[config.mk]
export PLATFORM = sky130hd
export DESIGN_NAME = result_bus_arbiter
export DESIGN_NICKNAME = d
export VERILOG_FILES = /design/src/rtl/arb_pkg.sv /design/src/rtl/rr_pick4.sv /design/src/rtl/result_bus_arbiter.sv
export SDC_FILE = /design/constraint.sdc
export NUM_CORES = 1
export LEC_CHECK = 0
export ABC_CLOCK_PERIOD_IN_PS = 3800
export BUFFER_PORTS_ARGS = -buffer_cell sky130_fd_sc_hd__buf_2
export CAP_MARGIN = 25
export CORE_AREA = 4 4 139 141
export CTS_CLUSTER_DIAMETER = 100
export CTS_CLUSTER_SIZE = 20
export DETAILED_ROUTE_END_ITERATION = 10
export DIE_AREA = 0 0 143 145
export GPL_TIMING_DRIVEN = 0
export PLACE_DENSITY = 0.57
export SETUP_SLACK_MARGIN = 0.4
export SYNTH_ARGS = -nofsm -noshare
export SYNTH_HDL_FRONTEND = slang
export SYNTH_SLANG_ARGS = --single-unit
[constraint.sdc]
create_clock -name clk -period 3.8 [get_ports clk]
set_input_delay 0.57 -clock clk [delete_from_list [all_inputs] [get_ports clk]]
set_output_delay 0.57 -clock clk [all_outputs]
set_load 0.03 [all_outputs]
[src/rtl/arb_pkg.sv]
// Shared types and constants for the result bus arbiter.
// Contents: requester count, select width, index type, bus state, mux decode.
package arb_pkg;

    localparam int NREQ  = 4;
    localparam int SEL_W = 2;

    typedef logic [SEL_W-1:0] req_idx_t;

    typedef enum logic {
        EMPTY,
        FULL
    } bus_state_t;

    // First rank of the NAND mux: each input's enable is the AND of the
    // true or complement rail of every select bit, so both rails of the
    // select pair are consumed exactly as the physical mux wires them.
    function automatic logic [NREQ-1:0] sel_decode(
        input req_idx_t s,
        input req_idx_t ns
    );
        logic [NREQ-1:0] d;
        d[0] = ns[1] & ns[0];
        d[1] = ns[1] & s[0];
        d[2] = s[1]  & ns[0];
        d[3] = s[1]  & s[0];
        return d;
    endfunction

endpackage

[src/rtl/rr_pick4.sv]
// Combinational round-robin picker over four requesters.
// Ports: valid (requests), ptr (search start) -> onehot, idx (winner), any.
module rr_pick4
    import arb_pkg::*;
(
    input  logic [NREQ-1:0] valid,
    input  req_idx_t        ptr,
    output logic [NREQ-1:0] onehot,
    output req_idx_t        idx,
    output logic            any
);

    req_idx_t cand;

    // Walk ptr, ptr+1, ... wrapping through the 2-bit index; the first
    // valid candidate wins.
    always_comb begin
        onehot = '0;
        idx    = ptr;
        any    = 1'b0;
        cand   = ptr;
        for (int k = 0; k < NREQ; k++) begin
            cand = ptr + req_idx_t'(k);
            if (!any && valid[cand]) begin
                any = 1'b1;
                idx = cand;
            end
        end
        if (any) begin
            onehot[idx] = 1'b1;
        end
    end

endmodule

[src/rtl/result_bus_arbiter.sv]
// Shares one registered result bus between the ALU, MUL, LD and BR units.
// Ports: clk, reset (async high), req_valid/req_data/req_tag in, req_ready
// out (one-hot grant), select/invSelect (NAND mux control), bus_valid/
// bus_data/bus_tag out, bus_stall in (consumer back-pressure).
module result_bus_arbiter
    import arb_pkg::*;
#(
    parameter int WIDTH = 64,
    parameter int TAGW  = 6
) (
    input  logic                       clk,
    input  logic                       reset,
    input  logic [NREQ-1:0]            req_valid,
    input  logic [NREQ-1:0][WIDTH-1:0] req_data,
    input  logic [NREQ-1:0][TAGW-1:0]  req_tag,
    output logic [NREQ-1:0]            req_ready,
    output logic [SEL_W-1:0]           select,
    output logic [SEL_W-1:0]           invSelect,
    output logic                       bus_valid,
    output logic [WIDTH-1:0]           bus_data,
    output logic [TAGW-1:0]            bus_tag,
    input  logic                       bus_stall
);

    bus_state_t state_q;
    bus_state_t state_d;

    req_idx_t ptr_q;
    req_idx_t sel_q;

    logic [NREQ-1:0] pick_onehot;
    req_idx_t        pick_idx;
    logic            pick_any;

    logic load;
    logic grant;

    logic [NREQ-1:0]            dec;
    logic [NREQ-1:0][WIDTH-1:0] nand1;
    logic [WIDTH-1:0]           acc;
    logic [WIDTH-1:0]           mux_data;
    logic [TAGW-1:0]            mux_tag;

    rr_pick4 u_pick (
        .valid  (req_valid),
        .ptr    (ptr_q),
        .onehot (pick_onehot),
        .idx    (pick_idx),
        .any    (pick_any)
    );

    assign bus_valid = (state_q == FULL);

    // The output register may load when empty or when its current
    // content leaves this cycle, which keeps stall release bubble-free.
    assign load = !bus_valid || !bus_stall;

    // Reset also gates the grant so req_ready drops the moment reset
    // rises, not at the next edge.
    assign grant = load && pick_any && !reset;

    assign req_ready = grant ? pick_onehot : '0;

    // Select follows the winner only in grant cycles so the mux does
    // not toggle while the bus is idle or stalled.
    assign select    = grant ? pick_idx : sel_q;
    assign invSelect = ~select;

    // NAND-NAND 4:1 mux: rank one gates each input with its decoded
    // enable, rank two NANDs the four gated terms back together.
    always_comb begin
        dec      = sel_decode(select, invSelect);
        nand1    = '0;
        acc      = '1;
        for (int i = 0; i < NREQ; i++) begin
            nand1[i] = ~(req_data[i] & {WIDTH{dec[i]}});
            acc      = acc & nand1[i];
        end
        mux_data = ~acc;
    end

    assign mux_tag = req_tag[select];

    always_ff @(posedge clk or posedge reset) begin
        if (reset) begin
            state_q <= EMPTY;
        end else begin
            state_q <= state_d;
        end
    end

    always_comb begin
        state_d = state_q;
        unique case (state_q)
            EMPTY: begin
                if (grant) begin
                    state_d = FULL;
                end
            end
            FULL: begin
                if (!grant && !bus_stall) begin
                    state_d = EMPTY;
                end
            end
        endcase
    end

    always_ff @(posedge clk or posedge reset) begin
        if (reset) begin
            ptr_q    <= '0;
            sel_q    <= '0;
            bus_data <= '0;
            bus_tag  <= '0;
        end else if (grant) begin
            ptr_q    <= req_idx_t'(pick_idx + req_idx_t'(1));
            sel_q    <= pick_idx;
            bus_data <= mux_data;
            bus_tag  <= mux_tag;
        end
    end

endmodule

[Yosys cells after proc, flatten, opt, wreduce, memory -nomap -nowiden]
Index checks and enable logic that the tools add are counted.
Storage, ports and cells
  register bits after elaboration: 75
  latch bits: 0
  bits in writable memories: 0
  ROM bits: 0
  input port bits: 287
  output and inout port bits: 79
  word-level logic and storage cells: 74
  memories kept: 0
Cells by class
  add/subtract/negate cells: 4
  $mul: 0
  divide/modulo/power cells: 0
  magnitude comparators: 7
  equal/unequal tests: 0
  shifts and indexed selects: 0
  mux-type cells: 25
  bitwise logic cells: 18
  reduce and logical (&&, ||, !) cells: 15
Operators with widths (number)
  $and 64x64->64: 7
  $not 64->64: 5
  $lt 2x3->1 const B: 6
  $bmux 6 s2: 1
  $mux 1: 11
  $bmux 1 s2: 4
  $mux 2: 4
  $mux 4: 2
  $logic_and 1x1->1: 7
  $logic_not 1->1: 7
  $mux 6: 1
  $add 2x1->2 const B: 2
  $add 2x2->2 const B: 2
  $and 1x1->1: 4
  $demux 1 s2: 1
  $ge 2x1->1 const B: 1
  $not 2->2: 1
  $pmux 1 s2: 1
  $logic_or 1x1->1: 1
  $not 1->1: 1

[Longest topological paths before layout]
  word-level depth: 23
  gate-level depth with buffers: 10
  depth with buffers taken out: 6

[By module]
Synthesis repeated with hierarchy kept, for this count alone.
Unflattened totals
  cell total of the unflattened synthesis: 290
  area total of the unflattened synthesis: 4705.8 sq um
Modules (own cells, without submodules)
  result_bus_arbiter: instances 1, cells an instance 260, area an instance 4521.8 sq um, sequential area each 1876.8 sq um
  rr_pick4: instances 1, cells an instance 30, area an instance 183.9 sq um, sequential area each 0.0 sq um

[Worst setup path before layout]
No wires, ideal clock.
  path type: input -> output
  start: input req_valid[3]
  end: output select[0]
  arrival time: 2.284 ns
  required time: 3.230 ns
  path slack: 0.946 ns
  stages: 8
  buffers on the path: 3
  cells stage by stage: buf_2 nor4_2 nor2_1 nand4_1 buf_2 buf_1 and2_1 inv_1
On the way
  word-level cells in the longest chain between the ends: 15
  elaborated cells on any way between the ends: 24
  classes of those cells: mux: 16; reduce/logical: 8
Ends and longest elaborated chain
  start, declared: RTL line result_bus_arbiter.sv:13  | input logic [NREQ-1:0] req_valid,
  $bmux 1 s2: RTL line rr_pick4.sv:24  | if (!any && valid[cand]) begin
  $mux 1 (not written as such): RTL line rr_pick4.sv:24
  $mux 1: RTL line rr_pick4.sv:24
  $logic_not 1->1: RTL line rr_pick4.sv:24
  $logic_and 1x1->1: RTL line rr_pick4.sv:24
  $mux 1: RTL line rr_pick4.sv:24
  $logic_not 1->1: RTL line rr_pick4.sv:24
  $logic_and 1x1->1: RTL line rr_pick4.sv:24
  $mux 1: RTL line rr_pick4.sv:24
  $logic_not 1->1: RTL line rr_pick4.sv:24
  $logic_and 1x1->1: RTL line rr_pick4.sv:24
  $mux 1: RTL line rr_pick4.sv:24
  $logic_and 1x1->1 (2 in a row): RTL line result_bus_arbiter.sv:60  | assign grant = load && pick_any && !reset;
  $mux 2 (*)
  end, declared: RTL line result_bus_arbiter.sv:17  | output logic [SEL_W-1:0] select,
Every way passes the cells marked *; elsewhere a longest branch is shown, timed or not. The select of a mux whose other input is x is not followed.

[Final worst setup path]
  start: register ptr_q[0]
  end: output req_ready[0]
On the way
  word-level cells in the longest chain between the ends: 18
  elaborated cells on any way between the ends: 33
  classes of those cells: add/sub: 3; order compare: 2; mux: 19; reduce/logical: 9
Ends and longest elaborated chain
  start, declared: RTL line result_bus_arbiter.sv:28  | req_idx_t ptr_q;
  start signal, assigned: RTL line result_bus_arbiter.sv:115  | ptr_q <= req_idx_t'(pick_idx + req_idx_t'(1));
  parallel branches: the longest is 17 deep, another holds $lt 2x3->1
  $mux 4 (*): RTL line result_bus_arbiter.sv:62  | assign req_ready = grant ? pick_onehot : '0;
  end, declared: RTL line result_bus_arbiter.sv:16  | output logic [NREQ-1:0] req_ready,
Mark *: on every way between the ends. The select of a mux whose other input is x is not followed.

==> results.md <==
- Status: finished clean
- Syn Inst Count: 553
- Critical Path Source Type: flop
- Hold WC Path Type: input pin to asynchronous set/reset pin
- Power, Total: 0.00522 W
- # clock sinks: 75
- Die area: 20,700 um2
- Crit Path Category: flop to output port
- Core ar.: 18,000 um2
- Relative slew slack: 50.2%
- Peak supply drop: 0.345 mV
- IO Pins: 366
- Dpl cells: 1,147
- Layout Skew: 0.0125 ns
- Gpl congestion: 0.881
- Standard-cell rows: 49
- Drt total wl: 23,700 um
- HPWL Detailed: 18,600 um
- Final period util: 85.9%
- Post-Layout Cell Count: 1,162
- Synth Register Bits: 75
- Via count: 6,079
- Max clock buf depth: 2
- Count of final hold-check violations: 0
- CP arrival: 2.69 ns
- Sum Neg Setup Slack: 0 ns
- Cell Area, Placed: 7050 um2
- Max-capacitance violation count: 0
- Mean routed wirelength per cell: 20.4 um
- Die width: 143 um
- Chip Height: 145 um
- Vias in the first global route: 6,112
- Hold slack final: 0.283 ns
- P_leak: 3.64 nW
- Final nets: 1,220
- First-pass GRT wire length: 35,100 um
- Cell taking the most area after synthesis: dfrtp_1
- Initial Util: 27.4%
- Ys async rst share: 100%
- DRC violations left: 0
- First-pass iteration count of the detailed router: 9
- Initial DRC count: 420
- Register area share after synthesis: 38.2%
- Fin crit period: 3.26 ns
- Post-Syn Area per Cell: 8.89 um2
- Primary FF master, synth: dfrtp_1
- Grt ovf: 0
- Synth cell types: 41
- Clk root buf: clkbuf_16
- Count leader, synth: nor2_1
- CTS Buf Count: 9
- H-tree Lvls: 3
- Antenna Cells: 0
- Area Overhead vs Synth: 50.9%
- Worst-path maximum fanout: 11
- Latest clock arrival within the worst-skew pair: 0.34 ns
- Max Clk Rate: 0.307 GHz
- Pin count of the biggest net entering global routing: 42
- Hold Buf Count CTS: 0
- CP required: 3.23 ns
- Synth top area share: 38.2%
- Syn Nets: 844
- Final instance area: 7420 um2
- Antenna violations before repair: 0
- EDFF count, synth: 0
- CTS tree: yes
- IO buf count: 364
- Worst Tran Pin Value: 0.748 ns
- Final setup viols: 0
- Post-DRT Antenna Nets: 0
- GR Util All Layers: 21.8%
- Clock transition at path regs: 0.06 ns
- CP endpoint kind: output port
- FILL cells: 1,900
- FF-to-FF setup slack: 0.95 ns
- Slew Viols, Final: 0
- Share of layout cells above drive strength 1: 43.5%
- Commonest cells in the netlist: nor2_1, dfrtp_1, a21oi_1, a221o_1, o211a_1
- RSZ-0062 raised after global routing: true
- Warnings from Yosys: 0
- Pwr per Cell Area: 704 nW/um2
- Vias/cell: 5.23
- Synth area leaders: dfrtp_1, a221o_1, o211a_1
- Synth Cell Area: 4920 um2
-- logic make-up (layout without fill, tap and decap cells) --
kind of cell             after synthesis  in the layout  synth area share, %
AO/OA/AOI/OAI                        222            222                 36.2
adder cells (fa/ha/maj)                4              4                 1.02
buffers and inverters                 65            445                 6.03
flip-flops                            75             75                 38.2
AND/OR/NAND/NOR                      187            187                 18.5
-- critical path, stage by stage, from the launching register on --
cell and delay [ns]:
dfrtp_1 0.49, nor2b_1 0.15, o21ai_0 0.24, and3_1 0.30, clkinv_1 0.27, clkbuf_2 0.32, ha_1 0.26, and2_1 0.14
buf_2 0.18
-- worst paths after layout --
check                                    startpoint                       end  cells past startpoint
max                            ptr_q[0]$_DFFE_PP0P_              req_ready[0]                      8
min                                           reset   bus_data[5]$_DFFE_PP0P_                      2
max reg2reg                    ptr_q[0]$_DFFE_PP0P_  bus_data[49]$_DFFE_PP0P_                      7
min reg2reg                bus_data[51]$_DFFE_PP0P_  bus_data[51]$_DFFE_PP0P_                      1
max in group asynchronous                     reset  bus_data[33]$_DFFE_PP0P_                      3
min in group clk                       req_data[20]  bus_data[20]$_DFFE_PP0P_                      2
-- report_power, final --
group / internal, W / total (W) / switching, W
registers: 0.00116 / 0.00135 / 0.000191
clock network: 0.000658 / 0.00101 / 0.000351
logic: 0.000961 / 0.00286 / 0.00190
total: 0.00278 / 0.00522 / 0.00244
-- routing by layer --
metal | vias up | global-route usage [%] | routed length [um]
met5 | - | 0 | 0
met4 | 0 | 6.65 | 513
met3 | 33 | 4.08 | 1800
met2 | 288 | 38.0 | 11900
met1 | 2889 | 27.0 | 9480
li1 | 2869 | - | -
-- placed cells by master, fill, tap and decap left out, types with 2 or more instances in the layout --
cell         n
a21oi_1     55
nor2_1     112
clkbuf_16    9
dfrtp_1     75
inv_1        3
nand2_1      6
nand3_1     16
nor4_4       2
clkbuf_2     2
nand3b_1    15
a31oi_1     15
buf_6        5
o21ai_0     18
nor4b_1      2
or3_1       15
ha_1         4
nor3b_1      2
o211a_1     55
buf_1        3
o21bai_1     2
and2_1       5
clkbuf_1    38
bufinv_16    3
nor2b_1      3
a32o_1      15
a221o_1     55
buf_2      377
-- flip-flops by register name, indices dropped and copies added, names as in the netlist --
name       flops
bus_data      64
bus_tag        6
bus_valid      1
ptr_q          2
sel_q          2
-- area by class of cell --
cell class	instances	area [um2]	share of cell area (%)
Buffer	60	282	3.80
Clock buffer	11	243	3.27
Clock inverter	4	98.8	1.33
Inverter	5	21.3	0.287
Multi-Input combinational cell	413	2760	37.2
Sequential cell	75	1880	25.3
Tap cell	229	287	3.86
Timing Repair Buffer	365	1850	24.9
-- repair_timing --
item	CTS	global route
hold endpoints to repair	0	0
resized for setup	4	3
setup buffers	0	0
endpoints found under the setup margin	3	5
-- stage by stage --
stage / setup WS [ns] / util (%)
after floorplan: 0.946 / -
after global placement: -0.0305 / 39.1
after detailed placement: -0.0277 / 39.3
after CTS: 0.410 / 41.2
after global routing: 0.382 / 41.3
final: 0.538 / 41.3
Note: power is estimated with default switching activity, not from simulation.
